## src/rtl/pipeline_ctrl_if.sv

```systemverilog
// Pipeline control bundle: stage stall requests, multi-cycle EX handshake,
// flush/redirect, and the resulting stall vector plus sequencer status.
interface pipeline_ctrl_if;
  logic        stallreq_if;
  logic        stallreq_id;
  logic        stallreq_mem;
  logic        mc_start;
  logic [5:0]  mc_len;
  logic        flush_req;
  logic [31:0] flush_pc;
  logic [5:0]  stall;
  logic        flush;
  logic [31:0] new_pc;
  logic        mc_busy;
  logic        mc_done;
  logic [31:0] stall_cnt;

  modport master (
    output stallreq_if, stallreq_id, stallreq_mem, mc_start, mc_len, flush_req, flush_pc,
    input  stall, flush, new_pc, mc_busy, mc_done, stall_cnt
  );

  modport slave (
    input  stallreq_if, stallreq_id, stallreq_mem, mc_start, mc_len, flush_req, flush_pc,
    output stall, flush, new_pc, mc_busy, mc_done, stall_cnt
  );
endinterface

```

## src/rtl/pipeline_ctrl.sv

```systemverilog
// Pipeline stall/flush controller with a multi-cycle EX sequencer and a
// saturating stalled-cycle counter. Stall/flush/redirect respond same-cycle.
module pipeline_ctrl (
  input  logic           clk,
  input  logic           rst,
  pipeline_ctrl_if.slave bus
);
  localparam int unsigned LEN_W = 6;
  localparam int unsigned CNT_W = 32;
  localparam int unsigned STG_W = 6;

  typedef enum logic {IDLE, BUSY} state_e;

  state_e             state_q, state_d;
  logic [LEN_W-1:0]   cnt_q, cnt_d;
  logic [CNT_W-1:0]   stall_cnt_q, stall_cnt_d;
  logic               ex_req;
  logic               mc_done;
  logic [STG_W-1:0]   stall;
  logic               flush;
  logic [31:0]        new_pc;

  always_ff @(posedge clk) begin
    if (rst) begin
      state_q     <= IDLE;
      cnt_q       <= '0;
      stall_cnt_q <= '0;
    end else begin
      state_q     <= state_d;
      cnt_q       <= cnt_d;
      stall_cnt_q <= stall_cnt_d;
    end
  end

  // Sequencer: holds EX for all but the last cycle of a multi-cycle op,
  // freezing its countdown while MEM is waiting.
  always_comb begin
    state_d = state_q;
    cnt_d   = cnt_q;
    ex_req  = 1'b0;
    mc_done = 1'b0;
    case (state_q)
      IDLE: begin
        if (bus.mc_start && (bus.mc_len >= LEN_W'(2))) begin
          ex_req  = 1'b1;
          state_d = BUSY;
          cnt_d   = bus.mc_len - LEN_W'(1);
        end
      end
      BUSY: begin
        if (cnt_q > LEN_W'(1)) begin
          ex_req = 1'b1;
          if (!bus.stallreq_mem) cnt_d = cnt_q - LEN_W'(1);
        end else if (cnt_q == '0) begin
          state_d = IDLE;
        end else if (!bus.stallreq_mem) begin
          mc_done = 1'b1;
          state_d = IDLE;
          cnt_d   = '0;
        end
      end
      default: state_d = IDLE;
    endcase
    if (bus.flush_req) begin
      state_d = IDLE;
      cnt_d   = '0;
      mc_done = 1'b0;
    end
    if (rst) begin
      ex_req  = 1'b0;
      mc_done = 1'b0;
    end
  end

  // Single highest-priority stall pattern; a flush or reset clears it.
  always_comb begin
    stall  = '0;
    flush  = 1'b0;
    new_pc = '0;
    if (!rst) begin
      if (bus.flush_req) begin
        flush  = 1'b1;
        new_pc = bus.flush_pc;
      end else if (bus.stallreq_mem) begin
        stall = STG_W'(6'b011111);
      end else if (ex_req) begin
        stall = STG_W'(6'b001111);
      end else if (bus.stallreq_id) begin
        stall = STG_W'(6'b000111);
      end else if (bus.stallreq_if) begin
        stall = STG_W'(6'b000011);
      end
    end
  end

  always_comb begin
    stall_cnt_d = stall_cnt_q;
    if (stall[0] && (stall_cnt_q != '1)) stall_cnt_d = stall_cnt_q + CNT_W'(1);
  end

  assign bus.stall     = stall;
  assign bus.flush     = flush;
  assign bus.new_pc    = new_pc;
  assign bus.mc_done   = mc_done;
  assign bus.mc_busy   = (state_q == BUSY) && !rst;
  assign bus.stall_cnt = stall_cnt_q;
endmodule

```

## src/flat_wrapper.sv

```systemverilog
// flat-port wrapper written by rule: the top's interface ports become plain ports
module pipeline_ctrl_flat 
  (clk, rst, bus_stallreq_if, bus_stallreq_id, bus_stallreq_mem, bus_mc_start, bus_mc_len, bus_flush_req, bus_flush_pc, bus_stall, bus_flush, bus_new_pc, bus_mc_busy, bus_mc_done, bus_stall_cnt);
  pipeline_ctrl_if bus_i ();
  input  logic clk;
  input  logic rst;
  input wire logic [$bits(bus_i.stallreq_if)-1:0] bus_stallreq_if;
  input wire logic [$bits(bus_i.stallreq_id)-1:0] bus_stallreq_id;
  input wire logic [$bits(bus_i.stallreq_mem)-1:0] bus_stallreq_mem;
  input wire logic [$bits(bus_i.mc_start)-1:0] bus_mc_start;
  input wire logic [$bits(bus_i.mc_len)-1:0] bus_mc_len;
  input wire logic [$bits(bus_i.flush_req)-1:0] bus_flush_req;
  input wire logic [$bits(bus_i.flush_pc)-1:0] bus_flush_pc;
  output wire logic [$bits(bus_i.stall)-1:0] bus_stall;
  output wire logic [$bits(bus_i.flush)-1:0] bus_flush;
  output wire logic [$bits(bus_i.new_pc)-1:0] bus_new_pc;
  output wire logic [$bits(bus_i.mc_busy)-1:0] bus_mc_busy;
  output wire logic [$bits(bus_i.mc_done)-1:0] bus_mc_done;
  output wire logic [$bits(bus_i.stall_cnt)-1:0] bus_stall_cnt;
  assign bus_i.stallreq_if = bus_stallreq_if;
  assign bus_i.stallreq_id = bus_stallreq_id;
  assign bus_i.stallreq_mem = bus_stallreq_mem;
  assign bus_i.mc_start = bus_mc_start;
  assign bus_i.mc_len = bus_mc_len;
  assign bus_i.flush_req = bus_flush_req;
  assign bus_i.flush_pc = bus_flush_pc;
  assign bus_stall = bus_i.stall;
  assign bus_flush = bus_i.flush;
  assign bus_new_pc = bus_i.new_pc;
  assign bus_mc_busy = bus_i.mc_busy;
  assign bus_mc_done = bus_i.mc_done;
  assign bus_stall_cnt = bus_i.stall_cnt;
  pipeline_ctrl u_core (.clk(clk), .rst(rst), .bus(bus_i));
endmodule
```

## config.mk

```make
export PLATFORM = sky130hd
export DESIGN_NAME = pipeline_ctrl_flat
export DESIGN_NICKNAME = d
export VERILOG_FILES = /design/src/rtl/pipeline_ctrl_if.sv /design/src/rtl/pipeline_ctrl.sv /design/src/flat_wrapper.sv
export SDC_FILE = /design/constraint.sdc
export NUM_CORES = 1
export LEC_CHECK = 0
export BUFFER_PORTS_ARGS = -buffer_cell sky130_fd_sc_hd__buf_4
export CAP_MARGIN = 20
export CORE_UTILIZATION = 48
export DETAILED_ROUTE_END_ITERATION = 8
export HOLD_SLACK_MARGIN = 0.08
export PLACE_DENSITY = 0.79
export SLEW_MARGIN = 20
export SYNTH_ARGS = -nofsm -noshare
export SYNTH_HDL_FRONTEND = slang
export SYNTH_SLANG_ARGS = --single-unit
export TNS_END_PERCENT = 50
```

## constraint.sdc

```tcl
create_clock -name clk -period 2.75 [get_ports clk]
set_input_delay 0.1375 -clock clk [delete_from_list [all_inputs] [get_ports clk]]
set_output_delay 0.1375 -clock clk [all_outputs]
set_load 0.01 [all_outputs]
```

Yosys cells after proc, flatten, opt, wreduce, memory -nomap -nowiden. Cells that the tools add are included.

Bits in registers: 39. Bits of input ports: 45. Output and inout bits: 73. Logic and storage cells: 51.

Add/subtract/negate cells: 3. Order comparisons: 2. Equality and inequality tests: 5. Multiplexer cells: 30. Bitwise logic cells: 1. Reduce and logical (&&, ||, !) cells: 7.

Operators by type and width (count): 32-bit two-way mux (2); 6-bit two-way mux (10); 32-bit by 1-bit adder with 32-bit output (second input constant) (1); 32-bit != test (second input constant) (1); 1-bit two-way mux (14); 6-bit one-hot mux with 2 select lines (1); 6-bit by 1-bit subtractor with 6-bit output (second input constant) (2); 3-bit != test (second input constant) (3); 6-bit by 2-bit greater-or-equal comparator with 1-bit output (second input constant) (1); 6-bit by 1-bit > comparator with 1-bit output (second input constant) (1); 6-bit logical NOT (1); 1-bit one-hot mux with 2 select lines (2); 4-bit AND reduction (1); 1-bit logical AND (3); 2-bit two-way mux (1); 2-bit by 1-bit != test with 1-bit output (second input constant) (1); 2-bit OR reduction (1); 1-bit logical NOT (1); 1-bit inverter (1).

Longest topological paths before layout.
Depth in word-level cells: 10. Depth in mapped cells: 10. Depth with buffers taken out: 8.

Worst setup path after synthesis. OpenSTA, ideal clock, no wires.

Path kind: register -> register. Start: register u_core.stall_cnt_q[0] (netlist: u_core.bus.stall_cnt[0]). End: register u_core.stall_cnt_q[26] (netlist: u_core.bus.stall_cnt[26]). Setup time: 0.070 ns. Data arrival time: 2.205 ns. Required time: 2.680 ns. Path slack: 0.475 ns. Stages on the path, launching flop included: 8. Cells stage by stage: dfxtp_1 > ha_1 > and4_2 > nand4_4 > or4_1 > buf_2 > or4_1 > a21oi_1.

Longest elaborated chain between the ends: 2. Elaborated cells between the ends (all ways): 3. Those cells by class: add/sub (1); eq/ne (1); reduce/logical (1).

Ends and longest elaborated chain: from (decl) (RTL line pipeline_ctrl.sv:16) `logic [CNT_W-1:0] stall_cnt_q, stall_cnt_d;`; from (signal assigned) (RTL line pipeline_ctrl.sv:31) `stall_cnt_q <= stall_cnt_d;`; branches (longest 2 deep; another with 32-bit by 1-bit adder with 32-bit output).

Parallel ways; which one is timed is not known. A chain may end at the register's enable or synchronous reset.

Final worst setup path.
Start: register u_core.stall_cnt_q[0] (netlist: u_core.bus.stall_cnt[0]). End: register u_core.stall_cnt_q[30] (netlist: u_core.bus.stall_cnt[30]).

The elaborated chain is that of the path after synthesis.

==> results.py <==
metrics = {
    "clocking": {
        "cts_buffers": 5,
        "cts_resized": 0,
        "htreeDepth": 2,
        "cts_hold_buf": 0,
        "cts.clk_slew.worst_paths_ns": 0.08,
        "clock_latency_ns": 0.30,
        "post_cts.repair.setup_buffers": 0,
        "clk_path_buf_depth": 2,
        "cts.sinks": 39,
        "root_buffer": "clkbuf_8",
        "cts_tree": "done",
    },
    "worst_setup_path": {
        "worstPathArrival_ns": 2.68,
        "end_kind": "flip-flop",
        "crit_required_ns": 2.97,
        "critical_path_class": "reg -> reg",
        "reg2reg_from": "u_core.bus.stall_cnt[0]",
        "slowest_delay_ns": 0.67,
        "path_cells": "ha_1 -> and4_2 -> nand4_4 -> or4_1 -> or4_1 -> a21oi_1",
        "crit_top_cell": "or4_1",
        "crit_fanout": 8,
        "critPathSlowestCell": "or4_1",
        "cp-startpoint": "u_core.bus.stall_cnt[0]",
        "cp-start-kind": "flip-flop",
    },
    "place": {
        "gp_routability_congestion": 0.839,
        "dp_cells": 500,
        "dp_worst_setup_slack_ns": 0.342,
        "post-dp-hpwl_microns": 5440,
        "io_buffers": 116,
    },
    "route": {
        "drc_errors": 0,
        "drt-total-wl_microns": 7330,
        "dr.pass1.iters": 4,
        "num_vias": 2882,
        "drtAntennaViolNets": 0,
        "vias_per_cell": 5.67,
        "wire_per_inst_microns": 14.4,
        "drtIter0Drc": 127,
    },
    "yosys": {
        "synth.distinct_cells": 50,
        "yosys.area.top_type": "dfxtp_1",
        "ys.flop_type": "dfxtp_1",
        "yosys_warnings": 0,
        "yosysMostFrequentCell": "dfxtp_1",
        "synth_edf_count": 0,
        "yosysSeqAreaShare": 0.299,
        "syn_area_sq_mm": 0.00262,
        "syn_inst": 331,
        "synthTopCellsByArea": "dfxtp_1 30%, and2_1 7.9%, a21oi_1 4.0%",
        "syn-num-nets": 382,
        "synth_top_area_frac": 0.299,
        "synth_area_per_cell_sq_um": 7.90,
        "synth_seq_cells": 39,
        "synth_common_cells": "39 x dfxtp_1, 33 x and2_1, 27 x nor2_1",
        "async_flop_share": 0,
    },
    "timing": {
        "rsz0062_at_grt": "false",
        "finalSetupTns_ns": 0,
        "finalSetupViolations": 0,
        "final_max_slew_viol_count": 0,
        "worst_slew_pin_slew_ns": 0.575,
        "max_freq_ghz": 0.407,
        "skew_ns": 0.0118,
        "slew_headroom": 0.617,
        "min_period_over_period": 0.893,
        "hold_violations": 0,
        "min_period_ns": 2.46,
        "setup_slack_ns": 0.293,
        "fin_hold_ws_ns": 0.198,
    },
    "floorplan": {
        "core-area_sq_mm": 0.00517,
        "num_io_pins": 118,
        "die_y_microns": 75.8,
        "initial_utilization": 0.506,
        "die_area_sq_mm": 0.00575,
        "fp-row-count": 26,
        "chipWidth_microns": 75.8,
    },
    "layout": {
        "finalNonFillerCells": 508,
        "syn_to_final_growth_pct": 38.0,
        "drive_above_1_share": 0.322,
        "fin_nets": 488,
        "diodes": 0,
    },
    "global_route": {
        "antenna_found_initial": 0,
        "grt_pass1_wl_microns": 11300,
        "grt_pass1_vias": 2563,
        "grt_usage": 0.255,
        "grt-ovfl-total": 0,
        "grt_max_degree": 48,
    },
    "min_path": {
        "min_from": "bus_mc_len[0]",
        "min_path_type": "in -> reg",
    },
    "power_and_ir_drop": {
        "total_leakage_power_nw": 1.56,
        "p_per_area_mw_per_mm2": 329,
        "ir_drop_mv": 0.165,
    },
    "status": {
        "status": "complete, no violations",
    },
    "run": {
        "max-cap-violations": 0,
    },
}
state kept, by name (all words and copies together) (netlist names):
register,cells
u_core.bus.stall_cnt,32
u_core.state_q,1
u_core.cnt_q,6
cell usage in the layout (no fill, tap or decap), types with 2 or more instances in the layout:
cell / netlist / final
ha_1: 6 / 6
o41ai_1: 3 / 3
buf_4: 4 / 120
nor4b_1: 2 / 2
and2_1: 33 / 33
mux2i_1: 5 / 5
nor2b_1: 15 / 15
nand3_1: 10 / 10
o211ai_1: 2 / 2
nand2b_1: 2 / 2
o22ai_1: 2 / 2
clkbuf_8: 0 / 5
o21ai_1: 3 / 2
xor2_1: 2 / 2
nor2_1: 27 / 27
nand3b_1: 2 / 2
dfxtp_1: 39 / 39
nor3_1: 5 / 5
nand2_1: 19 / 19
or4_1: 11 / 11
mux2_1: 6 / 6
mux2_2: 5 / 5
nand4_1: 7 / 7
and4_1: 4 / 4
a21oi_1: 21 / 21
nor4_1: 15 / 15
o31ai_1: 8 / 8
o311ai_0: 5 / 5
or3_1: 9 / 9
or2_2: 2 / 2
o21ai_0: 11 / 11
inv_1: 10 / 10
a211oi_1: 3 / 3
nor3b_1: 2 / 2
critical path, delay by kind of cell (launching register included):
family                   cells  cell delay, ns
flip-flops                   1            0.41
adder cells (fa/ha/maj)      1            0.24
AND/OR/NAND/NOR              4            1.58
AO/OA/AOI/OAI                1            0.14
worst paths after layout:
kind / to / slack (ns) / depth (start not counted)
hold reg to reg: u_core.bus.stall_cnt[31] / 0.49 / 2
hold / removal: u_core.cnt_q[0] / 0.20 / 4
setup / recovery: u_core.bus.stall_cnt[30] / 0.29 / 6
setup reg to reg: u_core.bus.stall_cnt[30] / 0.29 / 6
routing by layer:
layer | track usage | routed length, microns | vias to the layer above
li1 | - | - | 1420
met1 | 0.298 | 3020 | 1320
met2 | 0.472 | 3750 | 128
met3 | 0.0450 | 451 | 14
met4 | 0.0741 | 98 | 0
met5 | 0 | 0 | -
metrics by stage:
stage,utilization,area (sq um),power (mW)
3_3_place_gp,0.681,3520,0.816
4_1_cts,0.698,3610,1.20
6_report,0.698,3610,1.19
2_1_floorplan,-,2620,0.710
3_5_place_dp,0.681,3520,0.821
5_1_grt,0.698,3610,1.25
logic make-up after synthesis:
family                   count (synthesis)  synth area share
AND/OR/NAND/NOR                        172             0.390
AO/OA/AOI/OAI                           61             0.146
flip-flops                              39             0.299
buffers and inverters                   33            0.0584
multiplexers                            16            0.0665
adder cells (fa/ha/maj)                  6            0.0287
XOR/XNOR                                 3            0.0100
other                                    1           0.00143
layout make-up:
class,instances,area (sq um)
inverter,11,41.3
clock inverter,2,12.5
multi-input combinational,259,1690
sequential,39,781
clock buffer,6,72.6
fill,428,1560
timing repair buffer,121,921
tap,70,87.6
report_power, final:
group / internal [mW] / leakage [nW] / switching (mW)
clock: 0.177 / 0.0412 / 0.204
sequential: 0.570 / 0.315 / 0.00817
combinational: 0.116 / 1.20 / 0.113
total: 0.863 / 1.56 / 0.326
Power figures use the tool's default switching activity.
